`config.mk`:
```
export PLATFORM = sky130hd
export DESIGN_NAME = div_ctrl
export DESIGN_NICKNAME = d
export VERILOG_FILES = /design/src/rtl/div_ctrl.sv
export SDC_FILE = /design/constraint.sdc
export NUM_CORES = 1
export LEC_CHECK = 0
export CAP_MARGIN = 10
export CORE_MARGIN = 3
export CORE_UTILIZATION = 29
export DETAILED_ROUTE_END_ITERATION = 10
export PLACE_DENSITY = 0.58
export SLEW_MARGIN = 25
export SYNTH_ARGS = -nofsm -noshare
export SYNTH_HDL_FRONTEND = slang
export SYNTH_SLANG_ARGS = --single-unit
```
`constraint.sdc`:
```
create_clock -name clk -period 3 [get_ports clk]
set_clock_uncertainty 0.1 [all_clocks]
set_input_delay 0.75 -clock clk [delete_from_list [all_inputs] [get_ports clk]]
set_output_delay 0.75 -clock clk [all_outputs]
set_load 0.005 [all_outputs]
```
`src/rtl/div_ctrl.sv`:
```
`timescale 1ns/1ps
// Sequencing controller around an unsigned 16-bit divider core: handles sign fix-up,
// divide-by-zero and signed overflow short-cuts, core timeout and a valid/ready response.
module div_ctrl #(
  parameter int unsigned INIT_CYCLES = 2,
  parameter int unsigned TIMEOUT     = 63
) (
  input  logic        clk,
  input  logic        reset,
  input  logic        req_valid,
  output logic        req_ready,
  input  logic        req_signed,
  input  logic        req_rem,
  input  logic [15:0] req_a,
  input  logic [15:0] req_b,
  output logic        core_init,
  output logic [15:0] core_op_A,
  output logic [15:0] core_op_B,
  input  logic [31:0] core_result,
  input  logic        core_done,
  output logic        rsp_valid,
  input  logic        rsp_ready,
  output logic [15:0] rsp_data,
  output logic        rsp_dbz,
  output logic        rsp_err
);

  localparam int unsigned CntMax = (TIMEOUT > INIT_CYCLES) ? TIMEOUT : INIT_CYCLES;
  localparam int unsigned CntW   = $clog2(CntMax + 1);

  typedef enum logic [1:0] {StIdle, StInit, StBusy, StRsp} state_e;

  state_e            state_q, state_d;
  logic [CntW-1:0]   cnt_q, cnt_d;
  logic [15:0]       op_a_q, op_a_d, op_b_q, op_b_d;
  logic [15:0]       data_q, data_d;
  logic              dbz_q, dbz_d, err_q, err_d;
  logic              rem_q, rem_d, neg_q_q, neg_q_d, neg_r_q, neg_r_d;
  logic              live_q;

  logic              accept;
  logic [15:0]       a_mag, b_mag, q_raw, r_raw, q_fix, r_fix;

  // live_q keeps req_ready low until the first edge after reset release
  assign req_ready = (state_q == StIdle) && live_q;
  assign core_init = (state_q == StInit);
  assign rsp_valid = (state_q == StRsp);
  assign core_op_A = op_a_q;
  assign core_op_B = op_b_q;
  assign rsp_data  = data_q;
  assign rsp_dbz   = dbz_q;
  assign rsp_err   = err_q;

  assign accept = req_valid && req_ready;
  assign a_mag  = (req_signed && req_a[15]) ? (~req_a + 16'd1) : req_a;
  assign b_mag  = (req_signed && req_b[15]) ? (~req_b + 16'd1) : req_b;
  assign q_raw  = core_result[15:0];
  assign r_raw  = core_result[31:16];
  assign q_fix  = neg_q_q ? (~q_raw + 16'd1) : q_raw;
  assign r_fix  = neg_r_q ? (~r_raw + 16'd1) : r_raw;

  always_comb begin
    state_d = state_q;
    cnt_d   = cnt_q;
    op_a_d  = op_a_q;
    op_b_d  = op_b_q;
    data_d  = data_q;
    dbz_d   = dbz_q;
    err_d   = err_q;
    rem_d   = rem_q;
    neg_q_d = neg_q_q;
    neg_r_d = neg_r_q;
    unique case (state_q)
      StIdle: begin
        if (accept) begin
          rem_d   = req_rem;
          neg_q_d = req_signed && (req_a[15] ^ req_b[15]);
          neg_r_d = req_signed && req_a[15];
          cnt_d   = '0;
          err_d   = 1'b0;
          dbz_d   = 1'b0;
          if (req_b == 16'h0000) begin
            state_d = StRsp;
            dbz_d   = 1'b1;
            data_d  = req_rem ? req_a : 16'hFFFF;
          end else if (req_signed && req_a == 16'h8000 && req_b == 16'hFFFF) begin
            // -32768 / -1 does not fit; answer directly without the core
            state_d = StRsp;
            data_d  = req_rem ? 16'h0000 : 16'h8000;
          end else begin
            state_d = StInit;
            op_a_d  = a_mag;
            op_b_d  = b_mag;
          end
        end
      end
      StInit: begin
        if (cnt_q == CntW'(INIT_CYCLES - 1)) begin
          state_d = StBusy;
          cnt_d   = '0;
        end else begin
          cnt_d = cnt_q + 1'b1;
        end
      end
      StBusy: begin
        if (core_done) begin
          state_d = StRsp;
          data_d  = rem_q ? r_fix : q_fix;
          err_d   = 1'b0;
        end else if (cnt_q == CntW'(TIMEOUT - 1)) begin
          state_d = StRsp;
          data_d  = 16'h0000;
          err_d   = 1'b1;
        end else begin
          cnt_d = cnt_q + 1'b1;
        end
      end
      StRsp: begin
        if (rsp_ready) state_d = StIdle;
      end
      default: state_d = StIdle;
    endcase
  end

  always_ff @(posedge clk or negedge reset) begin
    if (!reset) begin
      state_q <= StIdle;
      cnt_q   <= '0;
      op_a_q  <= '0;
      op_b_q  <= '0;
      data_q  <= '0;
      dbz_q   <= 1'b0;
      err_q   <= 1'b0;
      rem_q   <= 1'b0;
      neg_q_q <= 1'b0;
      neg_r_q <= 1'b0;
      live_q  <= 1'b0;
    end else begin
      state_q <= state_d;
      cnt_q   <= cnt_d;
      op_a_q  <= op_a_d;
      op_b_q  <= op_b_d;
      data_q  <= data_d;
      dbz_q   <= dbz_d;
      err_q   <= err_d;
      rem_q   <= rem_d;
      neg_q_q <= neg_q_d;
      neg_r_q <= neg_r_d;
      live_q  <= 1'b1;
    end
  end

endmodule

```
# Word-level counts from Yosys, hierarchy flattened
# Index checks and enable logic that the tools add are counted.
# Widths: inputs -> output; s select.
# word_totals
register_bits	62
latchBits	0
ramBits	0
mem_bits_ro	0
input_bits	71
out_inout_bits	53
wordCells	85
mem_count	0
# classes
n_addsub	5
n_mul	0
n_div	0
magnitude_cmp	0
eq_ne	14
shift	0
n_mux	31
n_bitwise	7
reduce_logical	17
# ops
operator	n
$mux 16	12
$add 16x1->16 const B	4
$not 16->16	4
$eq 16x16->1 const B	2
$pmux 16 s2	1
$mux 6	4
$pmux 6 s3	1
$logic_not 16->1	1
$reduce_and 4->1	4
$mux 2	7
$pmux 2 s4	1
$logic_and 1x1->1	7
$add 6x1->6 const B	1
$eq 6x1->1 const B	1
$eq 6x6->1 const B	1
$ne 2x2->1 const B	3
$eq 2x2->1 const B	2
$mux 1	4
$ne 2x1->1 const B	2
$ne 3x1->1 const B	1
$ne 3x3->1 const B	1
$reduce_and 3->1	1
$reduce_bool 3->1	1
$eq 2x1->1 const B	1
6 further kinds	7

# Depth between registers and ports, before layout
# logic_depth
ltp_word	7
mapped_depth	10
depth_no_buf	8

# Worst setup path after synthesis
# No wires, ideal clock.
# synth_path
path_type	input to register
start	input port req_b[2]
end	register data_q[2], in the netlist rsp_data[2]
setup_ns	0.130
arrival_ns	2.616
t_required_ns	2.770
setup_slack_ns	0.154
cell_stages	6
n_path_buf	1
cell_sequence	or4_4 > or3_4 > or3_4 > a31oi_4 > buf_4 > a31oi_2
# synth_via
elab_chain_len	4
word_cells_on_any_way	8
cone_classes	eq/ne (2); mux (3); reduce/logical (3)
# synth_rtl
item	line	text
from (decl)	15	input logic [15:0] req_b,
$eq 16x16->1 / $logic_not 16->1 (equally long branches)	86, 82	
$logic_and 1x1->1 / $mux 16 (equally long branches)	86, 82	
$ne 3x1->1 (no line) / $mux 16 (equally long branches)	--	
$reduce_and 4->1 (no line) / $pmux 16 s2 (equally long branches)	--	
to (signal assigned)	143	data_q <= data_d;
to (decl)	36	logic [15:0] data_q, data_d;
# Several ways; a longest one is shown, not always the timed one. The select of a mux whose other input is x is not followed.
# A chain may end at the register's enable or synchronous reset.

# Final worst setup path
# layout_path
start	input port core_result[1]
end	register data_q[13], in the netlist rsp_data[13]
# layout_via
elab_chain_len	6
# layout_rtl
item	line	text
from (decl)	19	input logic [31:0] core_result,
$not 16->16	59	assign q_fix = neg_q_q ? (~q_raw + 16'd1) : q_raw;
$add 16x1->16	59	
$mux 16	59	
$mux 16	108	data_d = rem_q ? r_fix : q_fix;
$mux 16	106	if (core_done) begin
$pmux 16 s2	73	unique case (state_q)
# Every way passes these cells.

==> summary.txt <==
Syn Inst Count - 488
largest net degree at the start of global routing - 63
crit path max fanout - 3
clock sinks - 62
Syn Area/Cell - 8.66 um2
EDFF count, synth - 0
transition time of the tightest slew-check pin - 0.802 ns
Max Slew Vio Count - 0
Design Area, Final - 0.00679 mm2
CTS tree - done
RSZ-0062 raised after global routing - true
Required @ worst endpoint - 3.11 ns
setup TNS - 0 ns
run status - finished, final reports clean
Vias - 4296
Layout fillers - 1285
worst min-delay path category - reg -> reg
largest area contributor in the netlist - dfrtp_1
Syn Std Cell Area - 0.00422 mm2
Finish-stage setup viols - 0
multi-input logic area - 0.00264 mm2
Setup CP Type - in -> reg
max-cap violations - 0
leakage - 2.81 nW
Reg area - 0.00155 mm2
clock root buffer - clkbuf_16
Synth Net Count - 572
Post-DP Area - 0.00621 mm2
post-synth cell types - 52
Synth top cells by count - 72 x o21ai_0, 62 x dfrtp_1, 61 x nand2_1, 35 x nor2_1, 31 x xnor2_1
hold_buf cts - 0
Vias/cell - 4.92
ys flop type - dfrtp_1
Final Cycle Share - 0.984
Clk pin slew, worst setup/hold paths - 0.06 ns
dpl cells - 852
CTS max path bufs - 2
Synth Warn # - 0
fraction of layout cells with a size suffix above 1 - 0.207
Seq cells post-synth - 62
Die H - 127 um
remaining antenna violation count - 0
global-route wire length before repair - 22100 um
top-count cell post-synth - o21ai_0
sequential share of the synthesized area - 0.367
remaining global-route overflow - 0
final hold vios - 0
async set or reset register ratio after synthesis - 1.00
Final Util - 0.483
CP Capture Type - flip-flop
H-Tree Depth - 3
number of port buffers - 123
# DRC - 0
total core area - 0.0140 mm2
full die area - 0.0161 mm2
clock latency at the later pin of the worst-skew pair - 0.34 ns
Area growth syn-to-layout - 60.7%
crit path DAT - 3.07 ns
slew margin rel. - 0.465
CTS buffer count - 9
iteration-0 DRC count of the detailed router - 233
power density over the cells - 752 mW/mm2
Non-Filler Instances - 874
Max Freq - 0.339 GHz
DP HPWL - 10600 um
routed len/inst - 15.6 um
Ant. Diodes - 0
GR Util All Layers - 0.170
io pins - 124
Rows - 43
vias in the first global route - 4424
routability cong. - 0.929
fin crit period - 2.95 ns
Initial Utilization - 0.301
worst vdd ir - 0.498 mV
Routed WL - 13700 um
dominant cells by area after synthesis - dfrtp_1 37%, o21ai_0 8.5%, xnor2_1 6.4%, nand2_1 5.4%, xor2_1 4.8%
Net count, final - 773
initial antenna violation count - 0
area share of the largest cell type after synthesis - 0.367
CP startpoint kind - primary input
first-pass detailed-route iteration total - 4
Die X - 127 um
-- cell families after synthesis --
logic type               Yosys count  synth area share
multiplexers                       6            0.0145
buffers and inverters             36            0.0379
XOR/XNOR                          54             0.112
AO/OA/AOI/OAI                    149             0.233
other                              1          0.000888
AND/OR/NAND/NOR                  167             0.196
adder cells (fa/ha/maj)           13            0.0385
flip-flops                        62             0.367
-- repair_timing --
item                       in CTS  in global routing
gates cloned                    2                  0
setup buffers                   4                  0
setup endpoints to repair      13                 28
resized for setup              14                 22
pin swaps                       6                  8
-- critical path, cell delays in order --
cell and delay (ns):
clkdlybuf4s50_1 0.42, or4_4 0.56, or3_4 0.40, buf_4 0.16
o31ai_2 0.23, xnor2_1 0.10, a222oi_1 0.33, a21oi_1 0.12
-- cell type report --
| cell class | count | share of cell area |
|---|---|---|
| multi-input combinational | 390 | 0.389 |
| timing repair buffer | 210 | 0.291 |
| sequential | 62 | 0.229 |
| clock buffer | 11 | 0.0372 |
| tap | 180 | 0.0332 |
| clock inverter | 5 | 0.0120 |
| inverter | 16 | 0.00885 |
-- final timing paths --
kind,cells past startpoint,slack (ns),endpoint,from
worst max-delay path,8,0.05,rsp_data[13],core_result[1]
worst min-delay path,2,0.38,core_op_B[5],core_op_B[5]
worst max register to register,10,0.55,rsp_data[0],state_q[0]
worst min register to register,2,0.38,core_op_B[5],core_op_B[5]
max in group asynchronous,2,1.78,core_op_A[5],reset
min in group asynchronous,2,0.45,core_op_B[5],reset
-- per-layer routing --
| metal | GRT usage | vias to the layer above | part of all wire |
|---|---|---|---|
| met2 | 0.277 | 104 | 0.48 |
| met3 | 0.0413 | 27 | 0.044 |
| li1 | - | 2161 | - |
| met1 | 0.222 | 2004 | 0.45 |
| met4 | 0.0587 | 0 | 0.025 |
| met5 | 0 | - | 0 |
-- cells in the final DEF, fill, tap and decap left out, types with 4 or more instances in the layout --
master / synthesis / final
ha_1: 13 / 13
a21oi_1: 12 / 12
nand2_1: 61 / 61
or2_2: 4 / 4
nand4_1: 5 / 5
o31ai_1: 12 / 10
or3_1: 12 / 9
dlymetal6s2s_1: 0 / 6
and2_1: 4 / 4
nand3_1: 8 / 8
xor2_1: 23 / 23
nor2_1: 35 / 35
mux2i_1: 5 / 5
a21oi_2: 4 / 4
a22oi_1: 7 / 7
dfrtp_1: 62 / 62
nand2b_1: 10 / 10
a31oi_2: 6 / 6
buf_4: 2 / 80
inv_1: 16 / 16
o41ai_1: 13 / 6
or3_4: 2 / 5
o21ai_0: 72 / 71
or4_4: 1 / 5
xnor2_1: 31 / 31
clkbuf_16: 0 / 9
clkdlybuf4s50_1: 0 / 111
nor3_1: 4 / 4
o41ai_2: 0 / 6
a31oi_1: 4 / 4
dlygate4sd2_1: 0 / 5
nor2b_1: 4 / 4
-- state kept, by name (all words and copies together) (netlist names) --
name       cells
rsp_dbz        1
core_op_B     16
state_q        2
rsp_data      16
neg_r_q        1
rem_q          1
core_op_A     16
rsp_err        1
cnt_q          6
live_q         1
neg_q_q        1
-- where the power goes --
group / leakage [nW] / switching [mW] / internal, mW
combinational: 1.87 / 1.04 / 1.42
clock: 0.162 / 0.384 / 0.772
sequential: 0.773 / 0.299 / 1.20
-- stage by stage --
stage	setup slack [ns]	power, mW	hold WS (ns)
6_report	0.0476	5.11	0.376
5_1_grt	-0.0646	5.47	0.403
4_1_cts	0.00248	5.11	0.384
3_5_place_dp	-0.382	3.78	0.373
3_3_place_gp	-0.344	3.73	0.368
2_1_floorplan	0.154	2.57	0.354
(Power assumes the default switching activity.)
==> patch 1: new RTL, same settings <==
Change the parameter `INIT_CYCLES` from 2 to 4.
--- a/src/rtl/div_ctrl.sv
+++ b/src/rtl/div_ctrl.sv
@@ -2,7 +2,7 @@
 // Sequencing controller around an unsigned 16-bit divider core: handles sign fix-up,
 // divide-by-zero and signed overflow short-cuts, core timeout and a valid/ready response.
 module div_ctrl #(
-  parameter int unsigned INIT_CYCLES = 2,
+  parameter int unsigned INIT_CYCLES = 4,
   parameter int unsigned TIMEOUT     = 63
 ) (
   input  logic        clk,
Function: changed (Yosys sat finds a counterexample within 10 cycles, from zero or initial values and one cycle with reset low).
==> patch 1 against the unedited design <==
Routed wire length fell by 0.37%; critical path type unchanged; non-clock buffer count fell by 14; utilization fell by 1.2 points; sequential share of layout area rose by 0.78 points; highest routed layer unchanged; area after synthesis fell by 1.5%; power fell by 4.9%; sequential cell count did not move; maximum frequency fell by 0.23%; setup slack got worse by 0.0068 ns; design area fell by 3.3%.
==> patch 1: results (changes against the unedited design) <==
- Status: complete, no violations (unchanged)
- Layout cells sized above 1: 17.6% (was 20.7%)
- Hold WC Path Type: input port to asynchronous set/reset pin (was register to register)
- Reg-to-Reg End: cnt_q[4] (was rsp_data[0])
- Seq/Total Area, Yosys: 37.3% (was 36.7%)
- Wire length of the first global-routing pass: 21.7 mm (was 22.1 mm)
- Post-synthesis compound-gate area fraction: 21.4% (was 23.3%)
- Largest net degree at the start of global routing: 47 (was 63)
- Primary FF master, synth: dfrtp_1 (unchanged)
- Post-synthesis adder-cell area fraction: 3.61% (was 3.85%)
- Top post-synthesis cells by area: dfrtp_1 37%, o21ai_0 8.2%, xnor2_1 7.2%, nand2_1 5.4%, xor2_1 4.4% (was dfrtp_1 37%, o21ai_0 8.5%, xnor2_1 6.4%, nand2_1 5.4%, xor2_1 4.8%)
- R2R depth: 6 (was 10)
- Number of antenna diodes: 0 (unchanged)
- Mux cell area share after synthesis: 1.50% (was 1.45%)
- Relative slew margins: 54.5% (was 46.5%)
- Arr. time, crit path: 3.09 ns (was 3.07 ns)
- Fill count: 1,367 (was 1,285)
- Syn avg cell area: 8.51 um^2 (was 8.66 um^2)
- Yosys cell types: 46 (was 52)
- Clock-pin slew on the worst setup and hold paths: 0.05 ns
- Via/cell ratio: 4.97 (was 4.92)
- Synthesized Nets: 572 (unchanged)
- Gpl congestion: 0.876 (was 0.929)
- Nets: 756 (was 773)
- Root Driver: clkbuf_16 (unchanged)
- Asr flop ratio synth: 100% (unchanged)
- Routed length per instance: 15.9 um (was 15.6 um)
- Tot GR Track Use: 16.9% (was 17.0%)
- Clock Latency Late Sink: 0.32 ns (was 0.34 ns)
- Post-synth top cells: 68 x o21ai_0, 62 x dfrtp_1, 60 x nand2_1 (was 72 x o21ai_0, 62 x dfrtp_1, 61 x nand2_1)
- CP Max Fanout: 8 (was 3)
- Num CTS Buffers: 9 (unchanged)
- Pre-Repair DR Iteration Count: 5 (was 4)
- DP HPWL: 10.7 mm (was 10.6 mm)
- Placed cell count: 837 (was 852)
- H-tree levels: 3 (unchanged)
- Final Non-Filler Cells: 858 (was 874)
- Reg2reg start: state_q[1] (was state_q[0])
- Leakage power: 2.67 nW (was 2.81 nW)
- Xor and xnor area share after synthesis: 11.6% (was 11.2%)
- Worst reg-to-reg setup slack: 0.65 ns (was 0.55 ns)
- Vias in the first global route: 4,189 (was 4,424)
- DR iter-0 viols: 281 (was 233)
- Peak supply drop: 0.395 mV (was 0.498 mV)
- Initial antenna violation count: 0 (unchanged)
- Largest family of logic cells by synthesized area: compound AO/OA/AOI/OAI gates (unchanged)
patch 1: cell count changes in the layout (fill, tap and decap cells not counted), sizes merged, moves of 4 or more:
cell / change
a221oi: +7
or3: -5
or4: +4
buf: -16
clkdlybuf4s50: +4
nand2b: +4
dlygate4sd2: -5
clkbuf: +8
or2: +4
a41oi: +4
a22oi: -4
a31oi: -4
patch 1: worst max-delay path by stage:
stage | cells after the start | slack (ns) | endpoint | from
2_1_floorplan | 6 | 0.18 | core_op_B[13] | req_b[2]
3_3_place_gp | 7 | -0.32 | core_op_B[13] | req_b[2]
3_5_place_dp | 9 | -0.35 | rsp_data[7] | req_a[6]
4_1_cts | 9 | 0.005 | rsp_data[7] | req_a[6]
5_1_grt | 11 | -0.04 | rsp_data[6] | req_a[0]
6_report | 9 | 0.04 | rsp_data[7] | req_a[6]
patch 1: what timing repair did:
item | in CTS | in global routing
resized for setup | 2 | 21
setup endpoints to repair | 4 | 48
buffers inserted | 0 | 2
gates cloned | 0 | 3
hold buffers | 0 | 0
endpoints found under the hold margin | 0 | 0
pin swaps | 1 | 11
patch 1: cell families after synthesis:
logic type | count (synthesis)
AO/OA/AOI/OAI | 140
XOR/XNOR | 55
adder cells (fa/ha/maj) | 12
buffers and inverters | 40
flip-flops | 62
multiplexers | 6
other | 1
AND/OR/NAND/NOR | 173
patch 1: metrics by stage:
stage               setup slack [ns]  setup TNS, ns  area [um^2]  hold WS, ns
finish                        0.0408              0         6570        0.366
global route                 -0.0407         -0.402         6570        0.405
CTS                          0.00464              0         6400        0.369
detailed placement            -0.348         -13.81         6090        0.371
global placement              -0.320         -12.34         6090        0.366
floorplan                      0.184              0         4160        0.354
patch 1: critical path, stage by stage:
cell and delay, ns:
clkdlybuf4s50_1 0.44, or4_4 0.57, nor4_2 0.14, buf_4 0.15
nand4_1 0.24, a31oi_4 0.39, buf_12 0.17, nor2_1 0.04
a41oi_1 0.19
patch 1: power breakdown:
part / total, W / switching, W / internal [W]
Combinational: 0.00230 / 0.000986 / 0.00132
Clock: 0.00104 / 0.000356 / 0.000687
Sequential: 0.00151 / 0.000307 / 0.00120
Total: 0.00486 / 0.00165 / 0.00321
patch 1: routing by layer:
metal	part of all wire, %	vias up	global-route usage [%]
met5	0	-	0
met4	1.5	0	5.05
met3	5.1	13	3.44
met2	46	122	26.6
met1	47	2014	23.6
li1	-	2119	-
patch 1: cell type report:
type,instances,area [um^2],share of cell area [%]
clock inverters,3,42.5,0.648
repair buffers,196,1880,28.7
flip-flops and latches,62,1550,23.6
multi-input cells,387,2540,38.7
clock buffers,13,260,3.96
well taps,180,225,3.43
inverters,17,63.8,0.972
==> patch 2: new RTL, same settings <==
Without the edit above. Put one more register stage on the output `rsp_err`, with the module's reset. The value now appears one clock later. The other outputs are not delayed to match.
--- a/src/rtl/div_ctrl.sv
+++ b/src/rtl/div_ctrl.sv
@@ -49,7 +49,13 @@
   assign core_op_B = op_b_q;
   assign rsp_data  = data_q;
   assign rsp_dbz   = dbz_q;
-  assign rsp_err   = err_q;
+  always_ff @(posedge clk or negedge reset) begin
+    if (!reset) begin
+      rsp_err <= '0;
+    end else begin
+      rsp_err <= err_q;
+    end
+  end
 
   assign accept = req_valid && req_ready;
   assign a_mag  = (req_signed && req_a[15]) ? (~req_a + 16'd1) : req_a;
Function: same outputs for any inputs over 4 cycles, from zero or initial values and one cycle with reset low; that may be too few to reach the edited logic, so the function may still have changed.
==> patch 2 against the unedited design <==
Area after synthesis rose by 0.56%; routed wire length rose by 0.70%; count of clock-buffer cells in the layout fell by 1; design area fell by 3.5%; global-route usage rose by 0.44 points; critical path type unchanged; die area rose by 0.53%; clock power rose by 5%; sequential cell count rose by 1; setup slack improved by 0.11 ns; power fell by 6.3%.
==> patch 2: results (changes against the unedited design) <==
- Met3 GRT Util: 4.10% (was 4.13%)
- Fill count: 1,363 (was 1,285)
- Worst path max stage delay: 0.54 ns (was 0.56 ns)
- Clock Network Area Fraction: 5.29% (was 4.92%)
- Power Density: 730 nW/um^2 (was 752 nW/um^2)
- Post-CTS setup buffers: 0 (was 4)
- Met1 WL: 6.01 mm (was 6.14 mm)
- Final-layout non-clock buffer area share: 27.8% (was 29.1%)
- Seq/Total Area, Yosys: 37.1% (was 36.7%)
- Switching Share: 33.4% (was 33.7%)
- Combinational Power Share: 44.2% (was 48.0%)
- CP Max Fanout: 13 (was 3)
- Seq/total area: 24.1% (was 22.9%)
- CTS-repair resized insts: 0 (was 14)
- Tot GR Track Use: 17.5% (was 17.0%)
- Vias in the first global route: 4,569 (was 4,424)
- Post-place setup slack: -0.172 ns (was -0.382 ns)
- Status: complete, no violations (unchanged)
- DR iter-0 viols: 243 (was 233)
- Multi-input combinational area share: 38.1% (was 38.9%)
- Peak supply drop: 0.334 mV (was 0.498 mV)
- Post-synth top cells: 69 x nand2_1, 63 x dfrtp_1, 45 x o21ai_1 (was 72 x o21ai_0, 62 x dfrtp_1, 61 x nand2_1)
- Flops & latches, synth: 63 (was 62)
- M2 GR Usage: 29.8% (was 27.7%)
- Synthesized Nets: 588 (was 572)
- Slowest-stage cell, CP: or4_1 (was or4_4)
- DP HPWL: 11.4 mm (was 10.6 mm)
- Top post-synthesis cells by area: dfrtp_1 37%, nand2_1 6.1%, xnor2_1 6.0%, o21ai_1 5.3%, xor2_1 5.2% (was dfrtp_1 37%, o21ai_0 8.5%, xnor2_1 6.4%, nand2_1 5.4%, xor2_1 4.8%)
- Met2 Wirelength: 6.69 mm (was 6.57 mm)
- Multi-input combinational gate total: 396 (was 390)
- Pre-Repair DR Iteration Count: 7 (was 4)
- Met1 usage: 21.9% (was 22.2%)
- CLK BUF: 10 (was 11)
- Relative slew margins: 62.8% (was 46.5%)
- Yosys cell types: 56 (was 52)
- Largest net degree at the start of global routing: 43 (was 63)
- Routed via count: 4,343 (was 4,296)
- Wire length of the first global-routing pass: 22.8 mm (was 22.1 mm)
- Nets: 776 (was 773)
- Gpl congestion: 0.906 (was 0.929)
- Layout cells sized above 1: 15.5% (was 20.7%)
patch 2: logic make-up (layout without fill, tap and decap cells):
logic type      Yosys count  in the layout  share of synthesized area, %
simple gates            171            171                          19.9
compound gates          149            149                          21.7
flops                    63             63                          37.1
xor+xnor                 54             54                          11.1
buf+inv                  45            238                          4.15
fa+ha+maj                13             13                          3.83
mux                       8              8                          2.00
other cells               1              1                        0.0883
patch 2: path summary, 6_finish.rpt:
check	startpoint	end	slack, ns	cells after the start
worst max-delay path	req_b[4]	rsp_data[15]	0.16	8
worst min-delay path	err_q	rsp_err	0.30	0
worst max register to register	state_q[0]	cnt_q[3]	0.70	7
worst min register to register	err_q	rsp_err	0.30	0
max in group asynchronous	reset	rsp_data[4]	1.88	2
min in group asynchronous	reset	core_op_B[4]	0.31	1
patch 2: worst max-delay path: cells and delay by family:
kind                   cells  cell delay (ns)
AOI/OAI and AO/OA          3             0.42
buffers and inverters      2             0.73
and+or+nand+nor            3             1.09
